## config.mk

```make
export PLATFORM = sky130hd
export DESIGN_NAME = regfile_writeback
export DESIGN_NICKNAME = d
export VERILOG_FILES = /design/src/rtl/regfile_pkg.sv /design/src/rtl/regfile_writeback_wb_arbiter2.sv /design/src/rtl/regfile_writeback.sv
export SDC_FILE = /design/constraint.sdc
export NUM_CORES = 1
export LEC_CHECK = 0
export CAP_MARGIN = 20
export CORE_AREA = 2 2 140 142
export DETAILED_ROUTE_END_ITERATION = 12
export DIE_AREA = 0 0 142 144
export PLACE_DENSITY = 0.77
export SLEW_MARGIN = 20
export SYNTH_ARGS = -nofsm -noshare
export SYNTH_HDL_FRONTEND = slang
export SYNTH_SLANG_ARGS = --single-unit
export TNS_END_PERCENT = 100
```

## constraint.sdc

```tcl
create_clock -name clk -period 3.5 [get_ports clk]
set_clock_uncertainty 0.1 [all_clocks]
set_input_delay 0.525 -clock clk [delete_from_list [all_inputs] [get_ports clk]]
set_output_delay 0.525 -clock clk [all_outputs]
set_load 0.005 [all_outputs]
```

## src/rtl/regfile_pkg.sv

```systemverilog
// Shared register-file definitions used by the writeback, register file and issue logic.
package regfile_pkg;

    localparam int unsigned XLEN  = 64;
    localparam int unsigned NREGS = 32;
    localparam int unsigned AW    = 5;

    typedef logic [AW-1:0] reg_idx_t;

    localparam reg_idx_t REG_X0 = '0;

endpackage

```

## src/rtl/regfile_writeback_wb_arbiter2.sv

```systemverilog
// Two-requester grant logic for the writeback port (ALU vs LSU).
// WB_RR_ARB_EN selects a 1-bit round-robin pointer; otherwise LSU has fixed priority.
module wb_arbiter2 (
`ifdef WB_RR_ARB_EN
    input  logic clk,
    input  logic rst_n,
`endif
    input  logic req_alu,
    input  logic req_lsu,
    output logic gnt_alu,
    output logic gnt_lsu
);

`ifdef WB_RR_ARB_EN
    // 0: ALU wins the next contended cycle, 1: LSU wins it
    logic prefer_lsu;

    always_comb begin
        gnt_alu = req_alu & ~(req_lsu & prefer_lsu);
        gnt_lsu = req_lsu & ~(req_alu & ~prefer_lsu);
    end

    always_ff @(posedge clk or negedge rst_n) begin
        if (!rst_n) begin
            prefer_lsu <= 1'b0;
        end else if (req_alu && req_lsu) begin
            prefer_lsu <= gnt_alu;
        end
    end
`else
    always_comb begin
        gnt_lsu = req_lsu;
        gnt_alu = req_alu & ~req_lsu;
    end
`endif

endmodule

```

## src/rtl/regfile_writeback.sv

```systemverilog
// Register-file write-side initiator: ALU/LSU arbitration, busy scoreboard and
// read-during-write forwarding. Optional round-robin arbitration via WB_RR_ARB_EN.
import regfile_pkg::*;

module regfile_writeback #(
    parameter int unsigned XLEN  = regfile_pkg::XLEN,
    parameter int unsigned NREGS = regfile_pkg::NREGS,
    parameter int unsigned AW    = regfile_pkg::AW
) (
    input  logic            clk,
    input  logic            rst_n,
    input  logic            alu_valid,
    output logic            alu_ready,
    input  logic [AW-1:0]   alu_rd,
    input  logic [XLEN-1:0] alu_data,
    input  logic            lsu_valid,
    output logic            lsu_ready,
    input  logic [AW-1:0]   lsu_rd,
    input  logic [XLEN-1:0] lsu_data,
    output logic            wb_we,
    output logic [AW-1:0]   wb_rd,
    output logic [XLEN-1:0] wb_data,
    input  logic            issue_valid,
    input  logic [AW-1:0]   issue_rd,
    input  logic [AW-1:0]   rs1,
    input  logic [AW-1:0]   rs2,
    output logic            rs1_busy,
    output logic            rs2_busy,
    output logic            fwd1_valid,
    output logic [XLEN-1:0] fwd1_data,
    output logic            fwd2_valid,
    output logic [XLEN-1:0] fwd2_data
);

    logic              gnt_alu;
    logic              gnt_lsu;
    logic              fire;
    logic              sel_we;
    logic [AW-1:0]     sel_rd;
    logic [XLEN-1:0]   sel_data;
    logic [2**AW-1:0]  busy_q;

    wb_arbiter2 u_arb (
`ifdef WB_RR_ARB_EN
        .clk     (clk),
        .rst_n   (rst_n),
`endif
        .req_alu (alu_valid),
        .req_lsu (lsu_valid),
        .gnt_alu (gnt_alu),
        .gnt_lsu (gnt_lsu)
    );

    always_comb begin
        alu_ready = rst_n & gnt_alu;
        lsu_ready = rst_n & gnt_lsu;
        fire      = alu_ready | lsu_ready;
        sel_rd    = alu_rd;
        sel_data  = alu_data;
        if (lsu_ready) begin
            sel_rd   = lsu_rd;
            sel_data = lsu_data;
        end
        // x0 results are accepted but never written
        sel_we    = fire && (sel_rd != '0);
    end

    always_ff @(posedge clk or negedge rst_n) begin
        if (!rst_n) begin
            wb_we   <= 1'b0;
            wb_rd   <= '0;
            wb_data <= '0;
        end else begin
            wb_we <= sel_we;
            if (sel_we) begin
                wb_rd   <= sel_rd;
                wb_data <= sel_data;
            end
        end
    end

    // Set has precedence over clear: the newly issued producer owns the register
    always_ff @(posedge clk or negedge rst_n) begin
        if (!rst_n) begin
            busy_q <= '0;
        end else begin
            for (int unsigned i = 0; i < 2**AW; i++) begin
                if (i == 0 || i >= NREGS) begin
                    busy_q[i] <= 1'b0;
                end else if (issue_valid && issue_rd == AW'(i)) begin
                    busy_q[i] <= 1'b1;
                end else if (wb_we && wb_rd == AW'(i)) begin
                    busy_q[i] <= 1'b0;
                end
            end
        end
    end

    always_comb begin
        rs1_busy = busy_q[rs1];
        rs2_busy = busy_q[rs2];
    end

    // Register file returns old data when read and written in the same cycle
    always_ff @(posedge clk or negedge rst_n) begin
        if (!rst_n) begin
            fwd1_valid <= 1'b0;
            fwd1_data  <= '0;
            fwd2_valid <= 1'b0;
            fwd2_data  <= '0;
        end else begin
            fwd1_valid <= wb_we && (wb_rd == rs1) && (rs1 != '0);
            fwd1_data  <= wb_data;
            fwd2_valid <= wb_we && (wb_rd == rs2) && (rs2 != '0);
            fwd2_data  <= wb_data;
        end
    end

endmodule
```

# After elaboration in Yosys (flattened, before gate mapping)
# Index checks and enable logic that the tools add are counted.
[totals]
output_inout_bits = 204
in_bits = 158
latchBits = 0
wordCells = 277
regBits = 167
mem_count = 0
rom_bits = 0
mem_bits_rw = 0
[classes]
magnitude_cmp = 2
bitwise_logic = 5
n_shift = 0
add_sub_neg = 0
eq_ne = 64
multipliers = 0
div = 0
n_mux = 68
n_reduce_logical = 101
[op_table]
columns = ["operator", "count"]
rows = [
  ["equality test 5 bit (second input constant)", 32],
  ["equality test 5 x 4 -> 1 bit (second input constant)", 16],
  ["logical AND 1 bit", 67],
  ["2-to-1 mux 1 bit", 64],
  ["2-to-1 mux 64 bit", 1],
  ["nonzero test 2 bit", 31],
  ["equality test 5 x 3 -> 1 bit (second input constant)", 8],
  ["equality test 5 x 2 -> 1 bit (second input constant)", 4],
  ["nonzero test 5 bit", 3],
  ["less-than comparator 5 x 6 -> 1 bit (second input constant)", 2],
  ["binary-select mux 1 bit (select 5 bit)", 2],
  ["equality test 5 x 1 -> 1 bit (second input constant)", 2],
  ["equality test 5 bit", 2],
  ["2-to-1 mux 5 bit", 1],
  ["bitwise AND 1 bit", 3],
  ["inverter 1 bit", 1],
  ["OR 1 bit", 1],
]

# Longest topological paths before layout
[logic_depth]
word_depth = 5
mapped_depth = 7
depth_no_buf = 5

# Modules after synthesis
# Synthesis repeated with hierarchy kept, for this count alone.
[unflattened]
hier_cells = 635
area_unflattened_um2 = 7074.3
[by_module_without_submodules]
columns = ["module", "instances", "seq_area_each_um2", "cells_each", "area_per_inst_um2"]
rows = [
  ["regfile_writeback", 1, 4179.0, 633, 7053.0],
  ["wb_arbiter2", 1, 0.0, 2, 21.3],
]

# Worst setup path before layout
# No wires, ideal clock.
[synth_timing]
path_type = "input to output"
from = "input port rs1[1]"
to = "output port rs1_busy"
path_buffers = 1
stages = 5
arrival_time_ps = 1896
setup_slack_ps = 979
required_ps = 2875
path_cell_list = "buf_6 > mux4_1 > mux4_2 > nand2b_1 > o211a_1"
[synth_via]
elab_chain_cells = 2
[synth_rtl]
columns = ["element", "line", "source"]
rows = [
  ["start: declaration", "regfile_writeback.sv:25", "input logic [AW-1:0] rs1,"],
  ["binary-select mux 1 bit (select 5 bit)", "regfile_writeback.sv:100", "rs1_busy = busy_q[rs1];"],
  ["2-to-1 mux 1 bit (implied by the code)", "regfile_writeback.sv:100", ""],
  ["end: declaration", "regfile_writeback.sv:27", "output logic rs1_busy,"],
]
# Every way passes these cells. The select of a mux whose other input is x is not followed.

# Final worst setup path
[layout_timing]
from = "input port rs2[0]"
to = "output port rs2_busy"
[layout_via]
elab_chain_cells = 2
[layout_rtl]
columns = ["element", "line", "source"]
rows = [
  ["start: declaration", "regfile_writeback.sv:26", "input logic [AW-1:0] rs2,"],
  ["binary-select mux 1 bit (select 5 bit)", "regfile_writeback.sv:101", "rs2_busy = busy_q[rs2];"],
  ["2-to-1 mux 1 bit (implied by the code)", "regfile_writeback.sv:101", ""],
  ["end: declaration", "regfile_writeback.sv:28", "output logic rs2_busy,"],
]
# Every way passes these cells. The select of a mux whose other input is x is not followed.

==> impl_metrics.ini <==
[setup_path]
crit_path_max_fanout = 9
critPathKind = in2out
reg2regPathDepth = 4
reg2reg_to = busy_q[10]
cp-end-kind = primary output
rr_startpoint = wb_rd[1]
cp_data_required_time_ps = 2870
cp-startpoint = rs2[0]
r2r_setup_slack_ps = 1800
arrival_ps = 2680
start_kind = input port

[die]
io_pins = 362
die_w_um = 142
initial_utilization_pct = 38.0
die_y_um = 144
core_region_area_sq_um = 19100
dieArea_sq_um = 20400
rows = 51

[finish]
num-nets-final = 1024
n_antenna_cell = 0
register_area_sq_um = 4180
final_util_pct = 59.1
multi_input_area_sq_um = 2460
nFillCells = 1558
area_growth_pct = 55.3
drive_gt1_share_pct = 21.6

[clock_network]
numCtsBuffers = 17
cts_root_buf = clkbuf_16
clockBufferDepth = 2
cts_sinks = 167
htreeDepth = 4
clk_latency_ps = 420
post_cts_buffers = 0
cts_tree = yes
clk_pin_slew_ps = 70

[yosys]
synth_seq_area_share_pct = 57.6
syn_area_per_cell_sq_um = 12.7
synth.net_count = 731
synthCells = 573
ys_ff_latch = 167
synthFlopType = dfrtp_1
synth_edf_count = 0
synth_cell_type_count = 39
async_reset_ff_share_pct = 100
synth.cell_area_sq_um = 7260
yosysWarnings = 0

[detailed_routing]
dr.pass1.iters = 5
drt-wirelength-per-cell_um = 21.6
vias_per_cell = 5.25
antenna_left = 0
drc_errors = 0
drt_iter0_drc = 336
vias = 5861
wl_um = 24100

[min_path]
min_path_cells = 0
hold_path_class = reg2reg
whs_endpoint = fwd2_data[57]
min-delay-start = wb_data[57]

[global_routing]
grt_max_degree = 140
grt_pass1_vias = 5988
track_usage_pct = 23.1
antenna_found_initial = 1
grt_pass1_wl_um = 35100
overflow = 0

[pwr]
power.density_nw_per_um2 = 538
p_leak_nw = 4.30
vdd_drop_max_uv = 291

[place]
place.gp.congestion = 0.998
io_buffers = 361
dp_hpwl_um = 18100

[sta]
setup_violations = 0
hold_violations = 0
tns_ps = 0
drv_slew = 0
rsz0062_at_grt = no
finalCriticalPeriod_ps = 3310
period_share_pct = 94.5
worst_slew_pin_slew_ps = 997
clock.fmax_mhz = 302
max-slew-margin-rel_pct = 33.4

[run]
drv_cap = 0

[run_status]
status = finished, final reports clean
==> power breakdown <==
part           switching (mW)  internal, mW  total, mW
Combinational           0.501          1.02       1.52
Clock                   0.823          1.10       1.92
Sequential              0.344          2.28       2.63
Total                    1.67          4.39       6.06
==> layout make-up <==
type                       count  share of cell area, %
clock buffer                  18                   3.90
clock inverter                14                   1.47
inverter                       3                 0.0999
multi-input combinational    306                   21.8
sequential                   167                   37.1
tap                          238                   2.64
timing repair buffer         371                   33.0
==> stage by stage <==
| stage | setup WS (ps) | hold slack [ps] | area, sq um | total power [mW] | instances |
|---|---|---|---|---|---|
| after global routing | 95.1 | 308 | 11300 | 6.32 | 1117 |
| after CTS | 176 | 302 | 11300 | 6.10 | 1117 |
| after global placement | -12.3 | 289 | 10700 | 4.13 | 1084 |
| final | 194 | 299 | 11300 | 6.06 | 1117 |
| after floorplan | 979 | 129 | 7260 | 3.19 | 573 |
| after detailed placement | -58.6 | 287 | 10700 | 4.17 | 1084 |
==> cells in the mapped netlist, types with 3 or more instances <==
master,n,area (sq um)
clkbuf_1,24,90.1
buf_2,6,30.0
nand2_1,15,56.3
nor3_1,4,20.0
a21oi_1,5,25.0
nand2b_1,10,62.6
buf_4,64,480
mux4_1,7,184
o221a_2,65,732
nor2_1,8,30.0
or2_2,70,438
o21ai_0,64,320
xor2_1,6,52.6
nor4_1,3,18.8
nand3_1,9,45.0
o221a_1,3,33.8
mux2i_1,3,30.0
mux4_2,8,180
dfrtp_1,167,4180
nor2b_1,4,25.0
nand4_1,3,18.8
inv_1,3,11.3
==> timing repair <==
item	in CTS	in global routing
gates resized for setup	1	0
setup endpoints to repair	1	0
hold endpoints to repair	29	0
hold buffers	1	0
==> worst max-delay path by stage <==
| stage | end | slack, ps | depth (start not counted) |
|---|---|---|---|
| floorplan | rs1_busy | 980 | 5 |
| global placement | rs1_busy | -10 | 6 |
| detailed placement | rs1_busy | -60 | 6 |
| CTS | rs2_busy | 180 | 6 |
| global route | rs2_busy | 100 | 6 |
| finish | rs2_busy | 190 | 6 |
==> layer usage <==
layer  global-route usage (%)  wire, um
met5                        0        13
met4                     7.16       501
met3                     6.89      1790
met2                     39.6     12400
met1                     28.2      9430
==> sequential cells by signal, indices dropped and copies added (netlist names) <==
name / flops
fwd2_data: 64
wb_rd: 5
wb_we: 1
wb_data: 64
busy_q: 31
fwd1_valid: 1
fwd2_valid: 1
==> worst max-delay path: stages <==
cell,delay [ps]
clkdlybuf4s50_1,740
mux4_2,560
nand2b_1,150
o2111ai_1,120
nand4_1,110
clkdlybuf4s50_1,470
==> cells by family (layout without fill, tap and decap cells) <==
logic type	after synthesis	after routing	synth area share, %
AO/OA/AOI/OAI	145	145	16.3
XOR/XNOR	8	8	0.966
buffers and inverters	100	406	8.85
flip-flops	167	167	57.6
multiplexers	20	20	5.74
AND/OR/NAND/NOR	133	133	10.6
==> placed cells by master (no fill, tap or decap), types with 3 or more instances in the layout <==
cell,instances
clkdlybuf4s50_1,359
dfrtp_1,167
or2_2,70
o221a_2,65
o21ai_0,64
clkbuf_16,17
nand2_1,15
nand2b_1,10
nand3_1,9
mux4_2,8
nor2_1,8
mux4_1,7
buf_4,7
xor2_1,6
a21oi_1,4
nor3_1,4
nor2b_1,4
inv_8,4
mux2i_1,3
inv_1,3
nand4_1,3
nor4_1,3
o221a_1,3
inv_6,3
Power figures use the tool's default switching activity.
